## config.mk

```make
export PLATFORM = sky130hd
export DESIGN_NAME = pending_encoder8_3
export DESIGN_NICKNAME = d
export VERILOG_FILES = /design/src/rtl/encoder_pkg.sv /design/src/rtl/encoder8_3_pri.sv /design/src/rtl/pending_encoder8_3.sv
export SDC_FILE = /design/constraint.sdc
export NUM_CORES = 1
export LEC_CHECK = 0
export CAP_MARGIN = 0
export CELL_PAD_IN_SITES_DETAIL_PLACEMENT = 0
export CELL_PAD_IN_SITES_GLOBAL_PLACEMENT = 1
export CORE_ASPECT_RATIO = 0.9
export CORE_MARGIN = 8
export CORE_UTILIZATION = 35
export DETAILED_ROUTE_END_ITERATION = 7
export PLACE_DENSITY_LB_ADDON = 0.1
export SYNTH_ARGS = -nofsm -noshare
export SYNTH_HDL_FRONTEND = slang
export SYNTH_SLANG_ARGS = --single-unit
```

## constraint.sdc

```tcl
create_clock -name clk -period 2.4 [get_ports clk]
set_input_delay 0.48 -clock clk [delete_from_list [all_inputs] [get_ports clk]]
set_output_delay 0.48 -clock clk [all_outputs]
set_load 0.005 [all_outputs]
```

## src/rtl/encoder_pkg.sv

```systemverilog
// Shared types and widths for the pending-vector encoder.
package encoder_pkg;

  localparam int unsigned ENC_IN_W  = 8;
  localparam int unsigned ENC_IDX_W = 3;

  typedef enum logic [0:0] {
    IDLE,
    SCAN
  } enc_state_t;

endpackage

```

## src/rtl/encoder8_3_pri.sv

```systemverilog
// Combinational priority encoder: index of the winning set bit, plus any/single flags.
module encoder8_3_pri
  import encoder_pkg::*;
#(
  parameter bit LSB_FIRST = 1'b1
) (
  input  logic [ENC_IN_W-1:0]  vec,
  output logic [ENC_IDX_W-1:0] idx,
  output logic                 any,
  output logic                 single
);

  // Later loop iterations override earlier ones, so scan from the losing end.
  always_comb begin
    idx = '0;
    if (LSB_FIRST) begin
      for (int i = ENC_IN_W - 1; i >= 0; i--) begin
        if (vec[i]) idx = ENC_IDX_W'(i);
      end
    end else begin
      for (int i = 0; i < ENC_IN_W; i++) begin
        if (vec[i]) idx = ENC_IDX_W'(i);
      end
    end
  end

  // Exactly one bit set: non-zero and clearing the lowest set bit leaves nothing.
  always_comb begin
    any    = |vec;
    single = any && ((vec & (vec - ENC_IN_W'(1))) == '0);
  end

endmodule

```

## src/rtl/pending_encoder8_3.sv

```systemverilog
// Sequential 8-to-3 encoder: accepts a request vector and streams out the index
// of each set bit, one per handshake, in priority order.
module pending_encoder8_3
  import encoder_pkg::*;
#(
  parameter bit LSB_FIRST = 1'b1
) (
  input  logic                 clk,
  input  logic                 rst,
  input  logic                 en,
  input  logic                 in_valid,
  output logic                 in_ready,
  input  logic [ENC_IN_W-1:0]  in,
  output logic                 out_valid,
  input  logic                 out_ready,
  output logic [ENC_IDX_W-1:0] out,
  output logic                 last,
  output logic                 zero_in
);

  enc_state_t           state_q;
  logic [ENC_IN_W-1:0]  pending_q;
  logic                 zero_in_q;

  logic [ENC_IDX_W-1:0] pri_idx;
  logic                 pri_any;
  logic                 pri_single;
  logic [ENC_IN_W-1:0]  pending_cleared;

  encoder8_3_pri #(
    .LSB_FIRST (LSB_FIRST)
  ) u_pri (
    .vec    (pending_q),
    .idx    (pri_idx),
    .any    (pri_any),
    .single (pri_single)
  );

  // Pending vector with the currently presented index removed.
  always_comb begin
    pending_cleared = pending_q & ~(ENC_IN_W'(1) << pri_idx);
  end

  // FSM, pending bits and zero-vector pulse; en low freezes everything.
  always_ff @(posedge clk or posedge rst) begin
    if (rst) begin
      state_q   <= IDLE;
      pending_q <= '0;
      zero_in_q <= 1'b0;
    end else if (en) begin
      unique case (state_q)
        IDLE: begin
          zero_in_q <= in_valid && (in == '0);
          if (in_valid && (in != '0)) begin
            pending_q <= in;
            state_q   <= SCAN;
          end
        end
        SCAN: begin
          zero_in_q <= 1'b0;
          if (out_ready) begin
            pending_q <= pending_cleared;
            if (pri_single) state_q <= IDLE;
          end
        end
        default: state_q <= IDLE;
      endcase
    end
  end

  // Outputs depend only on registered state and en (rst only forces in_ready low).
  always_comb begin
    in_ready  = en && !rst && (state_q == IDLE);
    out_valid = en && (state_q == SCAN) && pri_any;
    out       = out_valid ? pri_idx : '0;
    last      = out_valid && pri_single;
    zero_in   = zero_in_q;
  end

endmodule

```

* Word level (Yosys, flattened, before mapping)
Cells that the tools add are included.
** Cells by class
- Equality and inequality tests :: 2
- Magnitude comparators :: 0
- Add/subtract/negate cells :: 1
- Shift operators :: 1
- Div/mod/pow operators :: 0
- Bitwise logic cells :: 4
- Multiplexer cells :: 17
- Reductions and logical operators :: 14
- Multiply operators :: 0
** Operators with widths (count)
- 2-to-1 mux 3 bit :: 9
- AND 8 bit :: 2
- logical NOT 8 bit :: 2
- 2-to-1 mux 8 bit :: 2
- one-hot mux 8 bit (2 select lines) :: 1
- logical AND 1 bit :: 8
- NOT 8 bit :: 1
- nonzero test 8 bit :: 1
- OR reduction 8 bit :: 1
- << shifter 1 x 3 -> 8 bit, first input constant :: 1
- subtractor 8 x 1 -> 8 bit, second input constant :: 1
- inequality test 2 bit, second input constant :: 2
- one-hot mux 1 bit (2 select lines) :: 2
- 2-to-1 mux 1 bit :: 3
- AND reduction 3 bit :: 1
- logical NOT 1 bit :: 1
- NOT 1 bit :: 1
** Word-level totals
- Memory bits (writable) :: 0
- Flip-flop bits (word level) :: 10
- ROM bits :: 0
- Logic and storage cells :: 42
- Bits in latches :: 0
- Output and inout bits :: 7
- Memories :: 0

* Longest topological paths before layout
Gate-level depths: netlist of the first run.
- Word-level depth :: 13
- Gate-level depth with buffers :: 5
- Gate-level depth less buffers :: 4

* Cells and area by module
From an unflattened synthesis of the first run, not the netlist that was laid out.
** Second synthesis, totals
- Cell total of the unflattened synthesis :: 98
- Area total of the unflattened synthesis :: 870.8 um2
** By module, submodules not included
- pending_encoder8_3 :: area an instance 708.2 um2, sequential area each 250.2 um2, cells an instance 74, times used 1
- encoder8_3_pri :: area an instance 162.7 um2, sequential area each 0.0 um2, cells an instance 24, times used 1

* Worst setup path before layout of the first run
OpenSTA, ideal clock, no wires.
- Path type :: flip-flop to output port
- Start point :: register pending_q[7]
- End point :: output port last
- Stages on the path, launching flop included :: 6
- Setup slack :: 0.512 ns
- Data required time :: 1.920 ns
- Arrival :: 1.408 ns
- Cells stage by stage :: dfrtp_1 -> buf_6 -> or4b_1 -> o311ai_1 -> a211o_2 -> nor4b_4
** Between the ends
- Cells in the longest elaborated chain, start to end :: 5
** Ends and longest elaborated chain
- start, declared :: line pending_encoder8_3.sv:22 : logic [ENC_IN_W-1:0] pending_q;
- start signal, assigned :: line pending_encoder8_3.sv:55 : pending_q <= in;
- start signal, assigned :: line pending_encoder8_3.sv:62 : pending_q <= pending_cleared;
- subtractor 8 x 1 -> 8 bit :: line encoder8_3_pri.sv:30 : single = any && ((vec & (vec - ENC_IN_W'(1))) == '0);
- AND 8 bit :: line encoder8_3_pri.sv:30
- logical NOT 8 bit :: line encoder8_3_pri.sv:30
- logical AND 1 bit :: line encoder8_3_pri.sv:30
- logical AND 1 bit (*) :: line pending_encoder8_3.sv:76 : last = out_valid && pri_single;
- end, declared :: line pending_encoder8_3.sv:17 : output logic last,
Every way passes the cells marked *; elsewhere a longest branch is shown, timed or not.

* Worst setup path after layout of the first run
- Start point :: register pending_q[6]
- End point :: output port out[0]
** Between the ends
- Cells in the longest elaborated chain, start to end :: 8
** Ends and longest elaborated chain
- 2-to-1 mux 3 bit (7 in series) :: line encoder8_3_pri.sv:18 : if (vec[i]) idx = ENC_IDX_W'(i);
- 2-to-1 mux 3 bit (*) :: line pending_encoder8_3.sv:75 : out = out_valid ? pri_idx : '0;
- end, declared :: line pending_encoder8_3.sv:16 : output logic [ENC_IDX_W-1:0] out,
Marked as above.

==> results.sh, run 1 <==
export IMPL_outcome="finished clean"
export IMPL_synthArstFlopShare_pct=100
export IMPL_tritoncts="done"
export IMPL_dp_hpwl_um=1710
export IMPL_fmax_mhz=427
export IMPL_area_delta_synth_final_pct=56.8
export IMPL_clk_path_buf_depth=2
export IMPL_fin_area_um2=1200
export IMPL_hold_depth=1
export IMPL_dr_pass1_iters=4
export IMPL_grt_max_degree=14
export IMPL_startpoint="pending_q[6]"
export IMPL_arrival_ns=1.86
export IMPL_critical_path_buf_inv_count=3
export IMPL_synth_cells=87
export IMPL_worst_path_largest_cell_delay_ns=0.46
export IMPL_core_um2=2120
export IMPL_yosysTopAreaCellShare_pct=32.6
export IMPL_grt_pass1_vias=828
export IMPL_overflow=0
export IMPL_synth_edf_count=0
export IMPL_critPathKind="reg2out"
export IMPL_crit_path_max_fanout=6
export IMPL_wl_per_cell_um=15.3
export IMPL_gp_congestion=0.763
export IMPL_routed_wl_um=2380
export IMPL_ioPinCount=20
export IMPL_portBuffers=19
export IMPL_rr_startpoint="pending_q[6]"
export IMPL_drtIter0Drc=29
export IMPL_syn_num_nets=100
export IMPL_startpoint_type="register"
export IMPL_required_ns=1.92
export IMPL_antenna_found_initial=0
export IMPL_final_nets=143
export IMPL_crit_slowest_cell="dfrtp_2"
export IMPL_ctsHtreeMaxLevel=1
export IMPL_worstHoldStart="zero_in"
export IMPL_drive_gt1_share_pct=37.2
export IMPL_die_h_um=60.4
export IMPL_fin_setup_tns_ns=0
export IMPL_maxSlewViolCount=0
export IMPL_fin_crit_ns=2.34
export IMPL_final_common_cell="buf_4"
export IMPL_cts_sinks=10
export IMPL_crit_family="compound AO/OA/AOI/OAI gates"
export IMPL_rsz0062_at_grt="yes"
export IMPL_p_leak_uw=0.000529
export IMPL_initial_core_util_pct=36.2
export IMPL_cts_buffers_inserted=3
export IMPL_holdPathEnd="zero_in"
export IMPL_slew_headroom_pct=67.7
export IMPL_synth_main_ff_cell="dfrtp_1"
export IMPL_synth_seq_cells=10
export IMPL_syn_cell_area_um2=768
export IMPL_reg2regPathDepth=6
export IMPL_die_x_um=65.4
export IMPL_final_cell_mix="buf_4 (25), clkdlybuf4s50_1 (14), inv_1 (11)"
export IMPL_hold_violations=0
export IMPL_hp_class="reg2reg"
export IMPL_end_kind="primary output"
export IMPL_vdd_ir_drop_max_mv=0.696
export IMPL_finalNonFillerCells=156
export IMPL_setup_violations=0
export IMPL_yosys_warnings=0
export IMPL_r2r_slack_ns=0.69
export IMPL_placed_cells=146
export IMPL_row_count=16
export IMPL_antenna_left=0
export IMPL_path_cells="buf_4 > buf_4 > nand2b_1 > a21oi_1 > o21ai_0 > a211oi_1 > clkbuf_2"
export IMPL_drc=0
export IMPL_grt_pass1_wl_um=3660
export IMPL_cpMostUsedCell="buf_4"
export IMPL_fin_crit_sh_pct=97.6
export IMPL_dieArea_um2=3950
export IMPL_yosys_cell_types_count=38
export IMPL_tightest_slew_ns=0.482
export IMPL_seq_area_frac_synth_pct=32.6
export IMPL_powerDensity_nw_per_um2=1140
export IMPL_fin_worst_skew_ns=0.00512
export IMPL_num_vias=825
export IMPL_whs_ns=0.503
export IMPL_reg2reg_to="pending_q[7]"
export IMPL_cap_violations=0
export IMPL_vias_per_cell=5.29
export IMPL_cts_root_buf="clkbuf_4"
export IMPL_place_area_um2=1100
export IMPL_insertion_delay_ns=0.28
export IMPL_cts_clk_slew_worst_paths_ns=0.08
export IMPL_yosysTopAreaCell="dfrtp_1"
export IMPL_ys_top_cells_by_area="dfrtp_1 (33%), inv_1 (5.4%), o211ai_1 (3.9%)"
export IMPL_avgSynthCellArea_um2=8.83
export IMPL_grt_usage_pct=11.8
export IMPL_diodes=0
export IMPL_hold_buffers=0
layer usage:
layer | track usage, % | vias up | routed length [um]
li1 | - | 411 | -
met1 | 14.7 | 394 | 1130
met2 | 19.1 | 16 | 1130
met3 | 2.40 | 4 | 101
met4 | 5.59 | 0 | 21
met5 | 0 | - | 0
power by group:
group | internal (uW) | switching [uW]
logic | 479 | 400
clock network | 92.3 | 69.7
registers | 238 | 99.7
total | 809 | 569
registers in the layout, indices dropped and copies added (netlist names):
register,cells
state_q,1
pending_q,8
zero_in,1
kinds of logic (layout without fill, tap and decap cells):
| group | Yosys count | count (layout) | share of synthesized area, % |
|---|---|---|---|
| buffers and inverters | 17 | 59 | 9.93 |
| AOI/OAI and AO/OA | 28 | 28 | 28.0 |
| adders and majority gates | 1 | 1 | 1.30 |
| DFF | 10 | 10 | 32.6 |
| and+or+nand+nor | 30 | 30 | 26.7 |
| muxes | 1 | 1 | 1.47 |
synthesized netlist by cell type, types with 2 or more instances:
cell type  count
inv_1         11
dfrtp_1       10
nand2_1        7
buf_2          4
nor2_1         4
o211ai_1       4
o21ai_1        4
a21oi_1        3
a32oi_1        3
nor3_1         3
nor4_1         3
a211o_2        2
a32o_1         2
nor3_2         2
o21ai_0        2
what timing repair did:
item / 4_1_cts / 5_1_grt
resized for setup: 10 / 11
setup buffers: 1 / 5
pin swaps: 1 / 2
endpoints found under the setup margin: 5 / 4
worst reg2reg max path: cells and delay by family, from the launching register on:
kind            cells  cell delay [ns]
compound gates      2             0.52
buf+inv             2             0.29
flops               1             0.46
simple gates        2             0.34
layout make-up:
cell class                 instances  area, um^2
fill                             212         917
multi-input combinational         60         474
timing repair buffer              44         364
sequential                        10         255
inverter                          11        41.3
clock buffer                       4        36.3
tap                               27        33.8
worst max path at each step:
stage | endpoint | slack (ns) | depth (start not counted)
2_1_floorplan | last | 0.51 | 5
3_3_place_gp | out[1] | -0.29 | 5
3_5_place_dp | out[1] | -0.32 | 5
4_1_cts | last | -0.04 | 5
5_1_grt | last | -0.01 | 5
6_report | out[0] | 0.06 | 7
per-stage QoR:
stage          utilization (%)  worst slack, ns  total power (uW)
3_3_place_gp              51.8           -0.292              1070
5_1_grt                   56.8          -0.0143              1470
3_5_place_dp              51.8           -0.321              1070
6_report                  56.8           0.0566              1380
2_1_floorplan                -            0.512               743
4_1_cts                   54.5          -0.0431              1270
Note: power is estimated with default switching activity, not from simulation.
==> inputs of run 2 (changes only) <==
--- a/config.mk
+++ b/config.mk
@@ -9,10 +9,10 @@
 export CELL_PAD_IN_SITES_DETAIL_PLACEMENT = 0
 export CELL_PAD_IN_SITES_GLOBAL_PLACEMENT = 1
 export CORE_ASPECT_RATIO = 0.9
-export CORE_MARGIN = 8
+export CORE_MARGIN = 5
 export CORE_UTILIZATION = 35
 export DETAILED_ROUTE_END_ITERATION = 7
-export PLACE_DENSITY_LB_ADDON = 0.1
+export PLACE_DENSITY = 0.82
 export SYNTH_ARGS = -nofsm -noshare
 export SYNTH_HDL_FRONTEND = slang
 export SYNTH_SLANG_ARGS = --single-unit
==> run 2 against run 1 <==
Compared with the run above:
- via count shrank 0.61%
- highest routed layer unchanged
- worst setup slack gained 0.029 ns
- critical endpoint is now out[1]
- power grew 0.75%
- global-route usage grew 3.3 points
==> results.sh, run 2 (synthesized netlist as in run 1, its figures left out) <==
export IMPL_fmax_mhz=432
export IMPL_portBuffers=19
export IMPL_clk_path_buf_depth=2
export IMPL_critical_path_buf_inv_count=2
export IMPL_drc=0
export IMPL_required_ns=1.92
export IMPL_cap_violations=0
export IMPL_globalRouteMet2Util_pct=24.7
export IMPL_tritoncts="done"
export IMPL_grtUsageMet1_pct=18.9
export IMPL_use_met3_pct=2.36
export IMPL_grt_pass1_vias=738
export IMPL_end_kind="primary output"
export IMPL_area_delta_synth_final_pct=54.9
export IMPL_tightest_slew_ns=0.492
export IMPL_critPathKind="reg2out"
export IMPL_drtIter0Drc=14
export IMPL_top_register="pending_q"
export IMPL_drive_gt1_share_pct=33.3
export IMPL_ioPinCount=20
export IMPL_path_cells="buf_4 > nor2_1 > a31o_2 > a2111oi_1 > dlygate4sd2_1"
export IMPL_hold_violations=0
export IMPL_cts_root_buf="clkbuf_4"
export IMPL_ctsHtreeMaxLevel=1
export IMPL_routed_wl_um=2230
export IMPL_final_cell_mix="buf_4 (21), clkdlybuf4s50_1 (14), inv_1 (11)"
export IMPL_rsz0062_at_grt="yes"
export IMPL_fin_worst_skew_ns=0.00295
export IMPL_hp_class="in2async"
export IMPL_p_leak_uw=0.000518
export IMPL_vias_per_cell=5.36
export IMPL_worst_path_largest_cell_delay_ns=0.42
export IMPL_top_usage_layer="met2"
export IMPL_ff_latch_area_um2=254
export IMPL_largest_reg_flops=8
export IMPL_fin_crit_sh_pct=96.4
export IMPL_arrival_ns=1.83
export IMPL_maxSlewViolCount=0
export IMPL_n_fill_cell=210
export IMPL_cts_sinks=10
export IMPL_place_area_um2=1050
export IMPL_startpoint_type="register"
export IMPL_gp_congestion=0.769
export IMPL_grt_pass1_wl_um=3440
export IMPL_fin_area_um2=1190
export IMPL_wl_per_cell_um=14.6
export IMPL_final_nets=140
export IMPL_antenna_found_initial=0
export IMPL_die_x_um=59.4
export IMPL_outcome="finished clean"
export IMPL_row_count=16
export IMPL_die_h_um=54.4
export IMPL_crit_family="compound AO/OA/AOI/OAI gates"
export IMPL_multi_input_area_um2=472
export IMPL_antenna_left=0
export IMPL_dieArea_um2=3230
export IMPL_powerDensity_nw_per_um2=1170
export IMPL_dr_pass1_iters=4
export IMPL_initial_core_util_pct=35.9
export IMPL_core_um2=2140
export IMPL_overflow=0
export IMPL_slew_headroom_pct=67.1
export IMPL_diodes=0
export IMPL_power_uw=1390
export IMPL_grt_max_degree=14
export IMPL_vdd_ir_drop_max_mv=0.544
export IMPL_grt_usage_pct=15.0
export IMPL_setup_violations=0
export IMPL_final_common_cell="buf_4"
export IMPL_fin_crit_ns=2.31
export IMPL_insertion_delay_ns=0.27
export IMPL_dp_hpwl_um=1660
export IMPL_crit_path_max_fanout=7
export IMPL_cts_buffers_inserted=3
export IMPL_cts_clk_slew_worst_paths_ns=0.07
export IMPL_crit_slowest_cell="dfrtp_1"
export IMPL_num_vias=820
## run 2: stage by stage
step	hold slack, ns	TNS, ns	std cells	utilization, %	setup WS [ns]
global route	0.545	-0.0449	153	55.5	-0.0213
finish	0.516	0	153	55.5	0.0859
CTS	0.521	0	145	52.2	0.0118
floorplan	0.320	0	87	-	0.512
detailed placement	0.503	-0.971	140	49.2	-0.382
global placement	0.490	-0.850	140	49.2	-0.318
## run 2: repair_timing
action	in CTS	in global routing
setup buffers	1	8
endpoints found under the setup margin	5	3
pin swaps	3	4
gates resized for setup	12	5
hold buffers	0	0
## run 2: path summary, 6_finish.rpt
kind / start / to / slack (ns) / cells past startpoint
min in group clk: zero_in / zero_in / 0.52 / 1
max reg2reg: pending_q[2] / state_q / 0.70 / 8
max: pending_q[6] / out[1] / 0.09 / 5
min: rst / zero_in / 0.52 / 2
max in group asynchronous: rst / pending_q[1] / 1.56 / 2
min reg2reg: zero_in / zero_in / 0.52 / 1
## run 2: final cells by class
| class | instances | area share, % |
|---|---|---|
| sequential | 10 | 21.3 |
| clock buffer | 4 | 3.05 |
| inverter | 11 | 3.47 |
| multi-input combinational | 60 | 39.6 |
| timing repair buffer | 41 | 29.7 |
| tap | 27 | 2.84 |
## run 2: routing by layer
layer	share of wire (%)	wire length (um)	vias up
li1	-	-	409
met1	48	1060	393
met2	48	1060	13
met3	3.0	67	5
met4	1.7	39	0
met5	0	0	-
## run 2: worst reg2reg max path, delay by kind of cell, from the launching register on
kind / cells / cell delay [ns]
AO/OA/AOI/OAI: 2 / 0.41
buffers and inverters: 5 / 0.64
flip-flops: 1 / 0.52
AND/OR/NAND/NOR: 1 / 0.07
## run 2: where the power goes
group	internal (uW)	switching, uW
sequential	236	104
combinational	503	385
clock	92.3	67.8
total	831	557
